==> src/rtl/uart_peripheral.sv <==
// Memory-mapped UART: control/data registers, independent TX and RX FSMs, 8N1 by default.
// Define UART_PARITY_EN to add an even-parity bit to both directions.
module uart_peripheral #(
    parameter int CLK_FREQ = 10_000_000,
    parameter int BAUD     = 9600
) (
    input  logic        clk_i,
    input  logic        rst_i,
    input  logic        we_ctrl_i,
    input  logic        we_data_i,
    input  logic [31:0] data_i,
    input  logic        rx_i,
    output logic        tx_o,
    output logic [31:0] out_ctrl_o,
    output logic [31:0] out_data_o
);
    localparam int CLKS_PER_BIT = CLK_FREQ / BAUD;
    localparam int CNT_W        = $clog2(CLKS_PER_BIT);
    localparam logic [CNT_W-1:0] BIT_LAST  = CNT_W'(CLKS_PER_BIT - 1);
    localparam logic [CNT_W-1:0] HALF_LAST = CNT_W'(CLKS_PER_BIT / 2 - 1);

    typedef enum logic [2:0] {S_IDLE, S_START, S_DATA, S_PAR, S_STOP} state_e;

    state_e             tx_state_q, rx_state_q;
    logic [CNT_W-1:0]   tx_cnt_q, rx_cnt_q;
    logic [2:0]         tx_idx_q, rx_idx_q;
    logic [7:0]         tx_shift_q, tx_hold_q, rx_shift_q, rx_byte_q;
    logic               tx_q, rx_s1_q, rx_s2_q, rx_prev_q;
    logic               send_q, rx_new_q, frame_err_q, par_err_q;
    logic               send_d, rx_new_d, frame_err_d, par_err_d;
    logic               tx_done, rx_stop_mid, rx_good, frame_set, par_set, par_ok;
    logic               unused_bits;

    assign unused_bits = ^data_i[31:8];

    always_ff @(posedge clk_i or posedge rst_i) begin
        if (rst_i) tx_hold_q <= 8'h00;
        else if (we_data_i) tx_hold_q <= data_i[7:0];
    end

`ifdef UART_PARITY_EN
    logic tx_par_q, rx_par_ok_q;
    assign par_ok = rx_par_ok_q;
`else
    assign par_ok = 1'b1;
`endif

    // TX: tx_q is registered so reset returns the line to idle with no clock.
    always_ff @(posedge clk_i or posedge rst_i) begin
        if (rst_i) begin
            tx_state_q <= S_IDLE;
            tx_cnt_q   <= '0;
            tx_idx_q   <= '0;
            tx_shift_q <= '0;
            tx_q       <= 1'b1;
`ifdef UART_PARITY_EN
            tx_par_q   <= 1'b0;
`endif
        end else if (tx_state_q == S_IDLE) begin
            tx_q <= 1'b1;
            if (send_q) begin
                tx_shift_q <= tx_hold_q;
                tx_q       <= 1'b0;
                tx_cnt_q   <= '0;
                tx_state_q <= S_START;
`ifdef UART_PARITY_EN
                tx_par_q   <= ^tx_hold_q;
`endif
            end
        end else if (tx_cnt_q != BIT_LAST) begin
            tx_cnt_q <= tx_cnt_q + 1'b1;
        end else begin
            tx_cnt_q <= '0;
            case (tx_state_q)
                S_START: begin
                    tx_state_q <= S_DATA;
                    tx_idx_q   <= '0;
                    tx_q       <= tx_shift_q[0];
                end
                S_DATA: begin
                    if (tx_idx_q == 3'd7) begin
`ifdef UART_PARITY_EN
                        tx_state_q <= S_PAR;
                        tx_q       <= tx_par_q;
`else
                        tx_state_q <= S_STOP;
                        tx_q       <= 1'b1;
`endif
                    end else begin
                        tx_idx_q   <= tx_idx_q + 1'b1;
                        tx_shift_q <= tx_shift_q >> 1;
                        tx_q       <= tx_shift_q[1];
                    end
                end
`ifdef UART_PARITY_EN
                S_PAR: begin
                    tx_state_q <= S_STOP;
                    tx_q       <= 1'b1;
                end
`endif
                default: begin
                    tx_state_q <= S_IDLE;
                    tx_q       <= 1'b1;
                end
            endcase
        end
    end

    assign tx_done = (tx_state_q == S_STOP) && (tx_cnt_q == BIT_LAST);

    always_ff @(posedge clk_i or posedge rst_i) begin
        if (rst_i) begin
            rx_s1_q   <= 1'b1;
            rx_s2_q   <= 1'b1;
            rx_prev_q <= 1'b1;
        end else begin
            rx_s1_q   <= rx_i;
            rx_s2_q   <= rx_s1_q;
            rx_prev_q <= rx_s2_q;
        end
    end

    // RX: half-bit wait in START lands every later sample at mid-bit.
    always_ff @(posedge clk_i or posedge rst_i) begin
        if (rst_i) begin
            rx_state_q <= S_IDLE;
            rx_cnt_q   <= '0;
            rx_idx_q   <= '0;
            rx_shift_q <= '0;
            rx_byte_q  <= '0;
`ifdef UART_PARITY_EN
            rx_par_ok_q <= 1'b1;
`endif
        end else if (rx_state_q == S_IDLE) begin
            if (rx_prev_q && !rx_s2_q) begin
                rx_state_q <= S_START;
                rx_cnt_q   <= '0;
            end
        end else if (rx_state_q == S_START) begin
            if (rx_cnt_q == HALF_LAST) begin
                rx_cnt_q   <= '0;
                rx_idx_q   <= '0;
                rx_state_q <= rx_s2_q ? S_IDLE : S_DATA;
            end else begin
                rx_cnt_q <= rx_cnt_q + 1'b1;
            end
        end else if (rx_cnt_q != BIT_LAST) begin
            rx_cnt_q <= rx_cnt_q + 1'b1;
        end else begin
            rx_cnt_q <= '0;
            case (rx_state_q)
                S_DATA: begin
                    rx_shift_q <= {rx_s2_q, rx_shift_q[7:1]};
                    rx_idx_q   <= rx_idx_q + 1'b1;
                    if (rx_idx_q == 3'd7) begin
`ifdef UART_PARITY_EN
                        rx_state_q <= S_PAR;
`else
                        rx_state_q <= S_STOP;
`endif
                    end
                end
`ifdef UART_PARITY_EN
                S_PAR: begin
                    rx_par_ok_q <= ((^rx_shift_q) == rx_s2_q);
                    rx_state_q  <= S_STOP;
                end
`endif
                default: begin
                    rx_state_q <= S_IDLE;
                    if (rx_good) rx_byte_q <= rx_shift_q;
                end
            endcase
        end
    end

    assign rx_stop_mid = (rx_state_q == S_STOP) && (rx_cnt_q == BIT_LAST);
    assign rx_good     = rx_stop_mid && rx_s2_q && par_ok;
    assign frame_set   = rx_stop_mid && !rx_s2_q;
    assign par_set     = rx_stop_mid && rx_s2_q && !par_ok;

    // Flags: software may only clear, hardware set takes priority.
    always_comb begin
        send_d      = send_q;
        rx_new_d    = rx_new_q;
        frame_err_d = frame_err_q;
        par_err_d   = par_err_q;
        if (tx_done) send_d = 1'b0;
        else if (we_ctrl_i && data_i[0] && tx_state_q == S_IDLE) send_d = 1'b1;
        if (we_ctrl_i && !data_i[1]) rx_new_d    = 1'b0;
        if (we_ctrl_i && !data_i[2]) frame_err_d = 1'b0;
        if (we_ctrl_i && !data_i[3]) par_err_d   = 1'b0;
        if (rx_good)   rx_new_d    = 1'b1;
        if (frame_set) frame_err_d = 1'b1;
        if (par_set)   par_err_d   = 1'b1;
    end

    always_ff @(posedge clk_i or posedge rst_i) begin
        if (rst_i) begin
            send_q      <= 1'b0;
            rx_new_q    <= 1'b0;
            frame_err_q <= 1'b0;
            par_err_q   <= 1'b0;
        end else begin
            send_q      <= send_d;
            rx_new_q    <= rx_new_d;
            frame_err_q <= frame_err_d;
`ifdef UART_PARITY_EN
            par_err_q   <= par_err_d;
`else
            par_err_q   <= 1'b0;
`endif
        end
    end

    assign tx_o       = tx_q;
    assign out_ctrl_o = {28'h0, par_err_q, frame_err_q, rx_new_q, send_q};
    assign out_data_o = {24'h0, rx_byte_q};
endmodule

==> config.mk <==
export PLATFORM = sky130hd
export DESIGN_NAME = uart_peripheral
export DESIGN_NICKNAME = d
export VERILOG_FILES = /design/src/rtl/uart_peripheral.sv
export SDC_FILE = /design/constraint.sdc
export NUM_CORES = 1
export LEC_CHECK = 0
export BUFFER_PORTS_ARGS = -buffer_cell sky130_fd_sc_hd__buf_2
export CORE_UTILIZATION = 30
export CTS_CLUSTER_SIZE = 25
export DETAILED_ROUTE_END_ITERATION = 8
export PLACE_DENSITY_LB_ADDON = 0.15
export SKIP_CTS_REPAIR_TIMING = 1
export SLEW_MARGIN = 20
export SYNTH_ARGS = -nofsm -noshare
export SYNTH_HDL_FRONTEND = slang
export SYNTH_SLANG_ARGS = --single-unit
==> constraint.sdc <==
create_clock -name clk_i -period 3.6 [get_ports clk_i]
set_input_delay 0.36 -clock clk_i [delete_from_list [all_inputs] [get_ports clk_i]]
set_output_delay 0.36 -clock clk_i [all_outputs]
set_load 0.02 [all_outputs]
==> results.sh <==
export IMPL_cts_htree_levels=3
export IMPL_area_growth_pct=10.2
export IMPL_path_clk_slew_ps=60
export IMPL_crit_chain="or4_1, or3_1, o31ai_4, mux2_2"
export IMPL_hold_depth=1
export IMPL_drtIter0Drc=88
export IMPL_boundaryPins=102
export IMPL_dieArea_um2=13500
export IMPL_die_x_um=116
export IMPL_dpl_cell_count=565
export IMPL_antenna_found_initial=0
export IMPL_synthTopCellsByCount="dfrtp_1 (69), buf_4 (56), nand2_1 (50)"
export IMPL_r2r_cells=4
export IMPL_final_cells=581
export IMPL_first_global_vias=2398
export IMPL_place_gp_congestion=0.740
export IMPL_critPathMaxStageDelay_ps=570
export IMPL_drt_vias_per_instance=4.38
export IMPL_cts_buffers=9
export IMPL_peakVddDrop_mv=0.243
export IMPL_start_kind="register"
export IMPL_core_um2=12700
export IMPL_grt_max_degree=35
export IMPL_io_buffers=24
export IMPL_vias=2542
export IMPL_place_detailed_hpwl_um=4940
export IMPL_ys_seq_area_share_pct=46.9
export IMPL_overflow=0
export IMPL_ys_flop_type="dfrtp_1"
export IMPL_grt_setup_unrepaired="no"
export IMPL_hold_viol=0
export IMPL_yosysUniqueCellTypes=47
export IMPL_avgSynthCellArea_um2=10.2
export IMPL_power_leakage_nw=2.09
export IMPL_final_nets=449
export IMPL_clockBufferDepth=2
export IMPL_fin_worst_skew_ps=4.83
export IMPL_endpoint_kind="register"
export IMPL_min_period_ps=2570
export IMPL_synth_area_um2=3900
export IMPL_grt_use_total_pct=11.3
export IMPL_fill_cells=1285
export IMPL_yosysMostFrequentCell="dfrtp_1"
export IMPL_cts_root_buf="clkbuf_16"
export IMPL_die_h_um=116
export IMPL_status="finished, final reports clean"
export IMPL_yosysTopAreaCell="dfrtp_1"
export IMPL_cts_tree="built"
export IMPL_finalMaxSlewViolations=0
export IMPL_synth_async_reset_ratio_pct=100
export IMPL_synthCells=384
export IMPL_hold_path_class="input pin to register"
export IMPL_wl_per_cell_um=12.1
export IMPL_final_setup_tns_ps=0
export IMPL_path_class="register to register"
export IMPL_timing_fmax_ghz=0.389
export IMPL_cts_sinks=73
export IMPL_synth_area_leaders="dfrtp_1 (44%), buf_4 (11%), mux2_2 (9.5%)"
export IMPL_power_per_cell_area_nw_per_um2=491
export IMPL_ys_ff_latch=73
export IMPL_synth_edf_count=0
export IMPL_cp_max_fo=9
export IMPL_worstPathRequired_ps=3810
export IMPL_setup_viol_count_final=0
export IMPL_antenna_cells=0
export IMPL_drive_gt1_share_pct=20.8
export IMPL_synth_top_area_share_pct=44.2
export IMPL_crit_path_top_delay_cell="or4_1"
export IMPL_wl_um=7050
export IMPL_drtPass1Iterations=4
export IMPL_min_period_over_period_pct=71.5
export IMPL_antenna_left=0
export IMPL_grt_pass1_wl_um=11900
export IMPL_yosysWarnings=0
export IMPL_max_cap_violations=0
export IMPL_initial_core_util_pct=30.8
export IMPL_max_slew_margin_rel_pct=52.6
export IMPL_drc_errors=0
export IMPL_worst_pin_slew_ps=712
export IMPL_fp_row_count=41
export IMPL_crit_arrival_ps=2790
export IMPL_insertion_delay_ps=330
power by group:
part,leakage [nW],internal [W],total [W],switching [W]
Combinational,0.985,0.0000747,0.000223,0.000148
Clock,0.159,0.000624,0.000958,0.000333
Sequential,0.946,0.000872,0.000931,0.0000589
kinds of logic after synthesis:
logic type,after synthesis,share of synthesized area [%]
mux,39,11.1
other cells,1,0.0960
fa+ha+maj,8,2.56
buf+inv,83,13.6
xor+xnor,11,2.47
compound gates,37,6.50
flops,73,46.9
simple gates,132,16.8
layout make-up:
type	instances	area [um2]	area share, %
clock buffer	11	243	5.64
clock inverter	5	78.8	1.83
inverter	12	45.0	1.05
multi-input combinational	280	1740	40.4
sequential	73	1830	42.6
tap	172	215	5.00
timing repair buffer	28	150	3.49
cells in the final DEF, fill, tap and decap left out, types with 5 or more instances in the layout:
| cell | count |
|---|---|
| a21oi_1 | 5 |
| nand4_1 | 9 |
| mux2_2 | 33 |
| dfrtp_1 | 69 |
| nor3_1 | 16 |
| nand3_1 | 14 |
| mux2i_1 | 6 |
| buf_2 | 24 |
| clkbuf_16 | 9 |
| xor2_1 | 8 |
| or3_1 | 7 |
| ha_1 | 8 |
| o21ai_0 | 12 |
| inv_1 | 11 |
| o31ai_1 | 5 |
| nand2_1 | 50 |
| conb_1 | 53 |
| nor2_1 | 14 |
routing by layer:
| layer | vias to the layer above | track usage, % | wire length, um |
|---|---|---|---|
| met5 | - | 0 | 0 |
| met4 | 0 | 2.82 | 46 |
| met3 | 8 | 3.74 | 252 |
| met2 | 64 | 17.8 | 3240 |
| met1 | 1211 | 15.0 | 3510 |
| li1 | 1259 | - | - |
critical path: cells and delay by family, from the launching register on:
kind | cells | cell delay [ps]
AOI/OAI and AO/OA | 1 | 520
and+or+nand+nor | 2 | 1130
muxes | 1 | 390
DFF | 1 | 420
final timing paths:
check / slack, ps / start / endpoint
setup / recovery: 1030 / tx_cnt_q[6] / tx_shift_q[3]
hold / removal: 130 / rx_i / rx_s1_q
setup reg to reg: 1030 / tx_cnt_q[6] / tx_shift_q[3]
hold reg to reg: 360 / rx_s1_q / rx_s2_q
max in group asynchronous: 2660 / rst_i / tx_o
min in group asynchronous: 140 / rst_i / rx_cnt_q[0]
metrics by stage:
step / setup WS (ps) / utilization [%] / hold slack, ps / area, um2 / total power, W
2_1_floorplan: 1290 / - / 345 / 4100 / 0.00116
3_3_place_gp: 1040 / 31.4 / 346 / 3980 / 0.00117
3_5_place_dp: 1040 / 31.4 / 348 / 3980 / 0.00117
4_1_cts: 1020 / 33.9 / 111 / 4300 / 0.00215
5_1_grt: 900 / 33.9 / 108 / 4300 / 0.00222
6_report: 1030 / 33.9 / 129 / 4300 / 0.00211
registers in the layout, indices dropped and copies added, names as in the netlist:
register     count
rx_cnt_q        11
tx_cnt_q        11
rx_byte_q        8
rx_shift_q       8
tx_hold_q        8
tx_shift_q       8
rx_idx_q         3
rx_state_q       3
tx_idx_q         3
tx_state_q       3
frame_err_q      1
rx_new_q         1
rx_prev_q        1
rx_s1_q          1
rx_s2_q          1
send_q           1
tx_o             1
Note: power is estimated with default switching activity, not from simulation.
